## src/rtl/imem_loader.sv

```systemverilog
// Byte-stream to instruction-memory loader: packs little-endian bytes into words and writes them from base_addr.
// Optional IMEM_LOADER_CHECKSUM_EN: after the last word, a 4-byte XOR checksum is received and compared.
module imem_loader #(
  parameter int DATA_WIDTH = 32,
  parameter int ADDR_WIDTH = 12
) (
  input  logic                  clock,
  input  logic                  reset,
  input  logic                  start,
  input  logic                  abort,
  input  logic [ADDR_WIDTH-1:0] base_addr,
  input  logic [ADDR_WIDTH:0]   num_words,
  input  logic                  in_valid,
  input  logic [7:0]            in_data,
  output logic                  in_ready,
  output logic                  writeEnable,
  output logic [ADDR_WIDTH-1:0] writeAddress,
  output logic [DATA_WIDTH-1:0] writeData,
  output logic                  busy,
  output logic                  done,
  output logic                  error
);

  typedef enum logic [2:0] {
    S_IDLE,
    S_RECV,
    S_WRITE,
`ifdef IMEM_LOADER_CHECKSUM_EN
    S_CHECK,
`endif
    S_DONE
  } state_t;

  state_t                r_state;
  logic [ADDR_WIDTH-1:0] r_base;
  logic [ADDR_WIDTH-1:0] r_addr;
  logic [ADDR_WIDTH:0]   r_num;
  logic [ADDR_WIDTH:0]   r_widx;
  logic [1:0]            r_bcnt;
  logic [23:0]           r_word;
  logic [DATA_WIDTH-1:0] r_data;
`ifdef IMEM_LOADER_CHECKSUM_EN
  logic [DATA_WIDTH-1:0] r_csum;
  logic                  r_error;
`endif

  logic                  w_accept;
  logic                  w_last;
  logic [ADDR_WIDTH:0]   w_widx_nxt;
  logic [DATA_WIDTH-1:0] w_word;

  assign w_accept   = in_valid & in_ready;
  assign w_last     = w_accept & (r_bcnt == 2'd3);
  assign w_widx_nxt = r_widx + 1'b1;
  assign w_word     = {in_data, r_word};

  always_ff @(posedge clock or posedge reset) begin
    if (reset) begin
      r_state <= S_IDLE;
      r_base  <= '0;
      r_addr  <= '0;
      r_num   <= '0;
      r_widx  <= '0;
      r_bcnt  <= '0;
      r_word  <= '0;
      r_data  <= '0;
`ifdef IMEM_LOADER_CHECKSUM_EN
      r_csum  <= '0;
      r_error <= 1'b0;
`endif
    end else if (abort) begin
      r_state <= S_IDLE;
      r_bcnt  <= '0;
    end else begin
      // Byte counter wraps 3->0 on its own, so word framing needs no extra reset.
      if (w_accept) begin
        r_bcnt <= r_bcnt + 2'd1;
        case (r_bcnt)
          2'd0:    r_word[7:0]   <= in_data;
          2'd1:    r_word[15:8]  <= in_data;
          2'd2:    r_word[23:16] <= in_data;
          default: ;
        endcase
      end
      case (r_state)
        S_IDLE, S_DONE: begin
          if (start) begin
            r_base  <= base_addr;
            r_num   <= num_words;
            r_widx  <= '0;
            r_bcnt  <= '0;
`ifdef IMEM_LOADER_CHECKSUM_EN
            r_csum  <= '0;
            r_error <= 1'b0;
`endif
            r_state <= (num_words == '0) ? S_DONE : S_RECV;
          end
        end
        S_RECV: begin
          if (w_last) begin
            r_addr  <= r_base + r_widx[ADDR_WIDTH-1:0];
            r_data  <= w_word;
            r_state <= S_WRITE;
          end
        end
        S_WRITE: begin
          r_widx <= w_widx_nxt;
`ifdef IMEM_LOADER_CHECKSUM_EN
          r_csum <= r_csum ^ r_data;
          r_state <= (w_widx_nxt == r_num) ? S_CHECK : S_RECV;
`else
          r_state <= (w_widx_nxt == r_num) ? S_DONE : S_RECV;
`endif
        end
`ifdef IMEM_LOADER_CHECKSUM_EN
        S_CHECK: begin
          if (w_last) begin
            r_error <= (w_word != r_csum);
            r_state <= S_DONE;
          end
        end
`endif
        default: r_state <= S_IDLE;
      endcase
    end
  end

`ifdef IMEM_LOADER_CHECKSUM_EN
  assign in_ready = (r_state == S_RECV) || (r_state == S_CHECK);
  assign busy     = (r_state == S_RECV) || (r_state == S_WRITE) || (r_state == S_CHECK);
  assign error    = r_error;
`else
  assign in_ready = (r_state == S_RECV);
  assign busy     = (r_state == S_RECV) || (r_state == S_WRITE);
  assign error    = 1'b0;
`endif
  // A same-cycle abort must kill a write already presented from WRITE.
  assign writeEnable  = (r_state == S_WRITE) && !abort;
  assign writeAddress = r_addr;
  assign writeData    = r_data;
  assign done         = (r_state == S_DONE);

endmodule

```

## config.mk

```make
export PLATFORM = sky130hd
export DESIGN_NAME = imem_loader
export DESIGN_NICKNAME = d
export VERILOG_FILES = /design/src/rtl/imem_loader.sv
export SDC_FILE = /design/constraint.sdc
export NUM_CORES = 1
export LEC_CHECK = 0
export BUFFER_PORTS_ARGS = -buffer_cell sky130_fd_sc_hd__buf_2
export CELL_PAD_IN_SITES_DETAIL_PLACEMENT = 0
export CELL_PAD_IN_SITES_GLOBAL_PLACEMENT = 2
export CORE_UTILIZATION = 35
export CTS_BUF_LIST = sky130_fd_sc_hd__clkbuf_4
export CTS_CLUSTER_SIZE = 40
export DETAILED_ROUTE_END_ITERATION = 7
export PLACE_DENSITY_LB_ADDON = 0.1
export SETUP_SLACK_MARGIN = 0.05
export SLEW_MARGIN = 20
export SYNTH_ARGS = -nofsm -noshare
export SYNTH_HDL_FRONTEND = slang
export SYNTH_SLANG_ARGS = --single-unit
```

## constraint.sdc

```tcl
create_clock -name clock -period 3 [get_ports clock]
set_input_delay 0.15 -clock clock [delete_from_list [all_inputs] [get_ports clock]]
set_output_delay 0.15 -clock clock [all_outputs]
set_load 0.1 [all_outputs]
```

==> flow_summary.json <==
{
  "cap_violations": 0,
  "slew_violations": 0,
  "synthCells": 436,
  "tightestPinTransition_ns": 0.7907,
  "critPathArrivalTime_ns": 2.93,
  "yosysUniqueCellTypes": 45,
  "synth_edf_count": 0,
  "grt_max_degree": 77,
  "ff_latch_area_um2": 2753,
  "crit_type": "flop to flop",
  "hold_path.class": "input pin to async pin",
  "drive_gt1_share_pct": 34.34,
  "postSynthAreaPerCell_um2": 12.05,
  "multiInputGateArea_um2": 2391,
  "synth_top_area_cell": "dfrtp_1",
  "seq_power_share_pct": 51.7,
  "start_kind": "flop",
  "dp.cells": 692,
  "critical-path-top-delay-family": "compound AO/OA/AOI/OAI gates",
  "yosysWarnings": 0,
  "intPower_mw": 2.487,
  "cts.sinks": 110,
  "worstPathRequired_ns": 3.42,
  "syn_to_final_growth_pct": 22.33,
  "placed_area_um2": 5894,
  "synth.top_cell.area_share_pct": 52.38,
  "clock_insertion_delay_worst_skew_ns": 0.48,
  "stdcell_area_um2": 6429,
  "yosysSeqAreaShare_pct": 52.38,
  "setup_viol": 0,
  "fin_util_pct": 44.07,
  "hold_viol": 0,
  "ioPinCount": 87,
  "dr.pass1.iters": 7,
  "antenna_found_initial": 0,
  "antenna_cells": 0,
  "fin_crit_sh_pct": 83.92,
  "initial_utilization_pct": 36.02,
  "place_hpwl_um": 8605,
  "synth_area_um2": 5255,
  "cts.clk_slew.worst_paths_ns": 0.19,
  "post_cts_resized": 0,
  "ant_nets": 0,
  "grt_pass1_vias": 3754,
  "drc": 0,
  "r2r_start": "r_widx[0]",
  "rrSetupSlack_ns": 0.48,
  "vdd_ir_drop_max_uv": 264.4,
  "htreeDepth": 3,
  "power_switching_mw": 1.222,
  "p_leak_nw": 3.172,
  "crit_path_top_delay_cell": "dfrtp_1",
  "portBuffers": 85,
  "ff2ff_path_depth": 9,
  "drt_iter0_drc": 169,
  "tns_ns": 0,
  "fmax_ghz": 0.3972,
  "synth_area_leaders": "dfrtp_1, mux2_2, ha_1",
  "cts_buffers": 9,
  "finalNetCount": 615,
  "maxSlewHeadroom_pct": 47.18,
  "path_cells": "ha_1 > inv_1 > fa_1 > nor2b_4 > o31a_1 > o31a_1 > o211a_1 > or4_1 > nand3_1",
  "fin_worst_skew_ns": 0.01885,
  "ys_ff_latch": 110,
  "gp_congestion": 0.7157,
  "vias": 3738,
  "critPathMaxStageDelay_ns": 0.49,
  "via_per_inst": 5.011,
  "path_common_cell": "o31a_1",
  "cts_max_path_buffers": 2,
  "swShare_pct": 32.95,
  "crit_fanout": 7,
  "rows": 44,
  "wl_per_cell_um": 16.19,
  "cts_tree": "done",
  "synth_common_cells": "dfrtp_1, mux2_2, o21ai_0",
  "grt-ovfl-total": 0,
  "status": "completed",
  "powerDensity_nw_per_um2": 577.0,
  "syn_nets": 494,
  "rsz0062_at_grt": "no",
  "async_flop_share_pct": 100.0,
  "cp-end-kind": "flop",
  "critPathBufInv": 1,
  "grt_use_total_pct": 16.22,
  "fill_cells": 1404,
  "clkPwrFrac_pct": 21.8,
  "root_buffer": "clkbuf_4",
  "stdcell_count": 746,
  "r2r-end": "writeAddress[10]",
  "grt_pass1_wl_um": 19910,
  "synth_ff_type": "dfrtp_1",
  "core-area_um2": 14590,
  "die_w_um": 124.5,
  "period_minus_slack_ns": 2.518,
  "wl_um": 12080,
  "dieHeight_um": 124.5,
  "power_mw": 3.709,
  "die_area_um2": 15510,
  "pwr-share-comb_pct": 26.5,
  "yosysMostFrequentCell": "dfrtp_1"
}
==> per-layer routing <==
layer | wire length (um) | global-route usage, % | vias up
met5 | 0 | 0 | -
met4 | 71 | 3.331 | 0
met3 | 480 | 4.296 | 4
met2 | 5382 | 24.24 | 71
met1 | 6144 | 23.52 | 1848
li1 | - | - | 1815
==> cell type report <==
type / instances / area share (%)
inverters: 11 / 0.7007
clock inverters: 7 / 1.343
clock buffers: 9 / 1.051
flip-flops and latches: 110 / 42.82
repair buffers: 128 / 13.31
multi-input cells: 297 / 37.19
well taps: 184 / 3.581
==> cells by family after synthesis <==
logic type,after synthesis,share of synthesized area [%]
flip-flops,110,52.38
AND/OR/NAND/NOR,84,8.143
multiplexers,83,17.76
AO/OA/AOI/OAI,81,9.857
buffers and inverters,29,2.214
XOR/XNOR,28,4.667
adder cells (fa/ha/maj),20,4.905
other,1,0.07136
==> registers in the layout, indices dropped and copies added, names as in the netlist <==
register,count
r_base,12
r_bcnt,2
r_num,13
r_state,2
r_widx,13
r_word,24
writeAddress,12
writeData,32
==> worst min-delay path, stage by stage <==
cell	delay, ns
dlygate4sd3_1	0.53
buf_2	0.13
clkinvlp_4	0.51
==> power groups by stage <==
stage          combinational, mW  clock [mW]  sequential [mW]
2_1_floorplan              0.754           0             1.88
3_3_place_gp               0.946           0             1.94
3_5_place_dp               0.953           0             1.95
4_1_cts                     1.00       0.851             1.92
5_1_grt                     1.09       0.922             1.95
6_report                   0.983       0.810             1.92
==> cells in the final DEF, fill, tap and decap left out, types with 3 or more instances in the layout <==
| cell | count |
|---|---|
| o31a_1 | 3 |
| dlygate4sd3_1 | 38 |
| buf_2 | 85 |
| mux2_2 | 82 |
| nand2_1 | 25 |
| nor2b_1 | 3 |
| xnor2_1 | 20 |
| nor3_1 | 6 |
| nand4_1 | 5 |
| nor2_1 | 16 |
| a211oi_1 | 4 |
| clkbuf_4 | 9 |
| a21oi_1 | 9 |
| buf_4 | 4 |
| a31oi_1 | 3 |
| nor4_1 | 6 |
| a21o_1 | 7 |
| and4_1 | 3 |
| nand3_1 | 7 |
| ha_1 | 19 |
| dfrtp_1 | 110 |
| o21ai_0 | 30 |
| inv_1 | 10 |
| o31ai_1 | 10 |
| xor2_1 | 8 |
| o21a_1 | 5 |
==> through the flow <==
stage | hold slack, ns | setup slack (ns)
finish | 0.3279 | 0.4825
global route | 0.3257 | 0.3606
CTS | 0.2987 | 0.4691
detailed placement | 0.3313 | 0.5241
global placement | 0.3148 | 0.5789
floorplan | 0.2131 | 0.3199
==> what timing repair did <==
action	in CTS	in global routing
setup buffers	0	0
hold buffers	38	0
hold endpoints to repair	94	0
==> worst max path at each step <==
stage / start / end / slack, ns / cells after the start
5_1_grt: r_widx[0] / writeAddress[10] / 0.36 / 9
3_3_place_gp: r_widx[0] / writeAddress[10] / 0.58 / 9
2_1_floorplan: r_state[1] / writeData[0] / 0.32 / 8
4_1_cts: r_widx[0] / writeAddress[10] / 0.47 / 9
3_5_place_dp: r_widx[0] / writeAddress[10] / 0.52 / 9
6_report: r_widx[0] / writeAddress[10] / 0.48 / 9
Power figures use the tool's default switching activity.
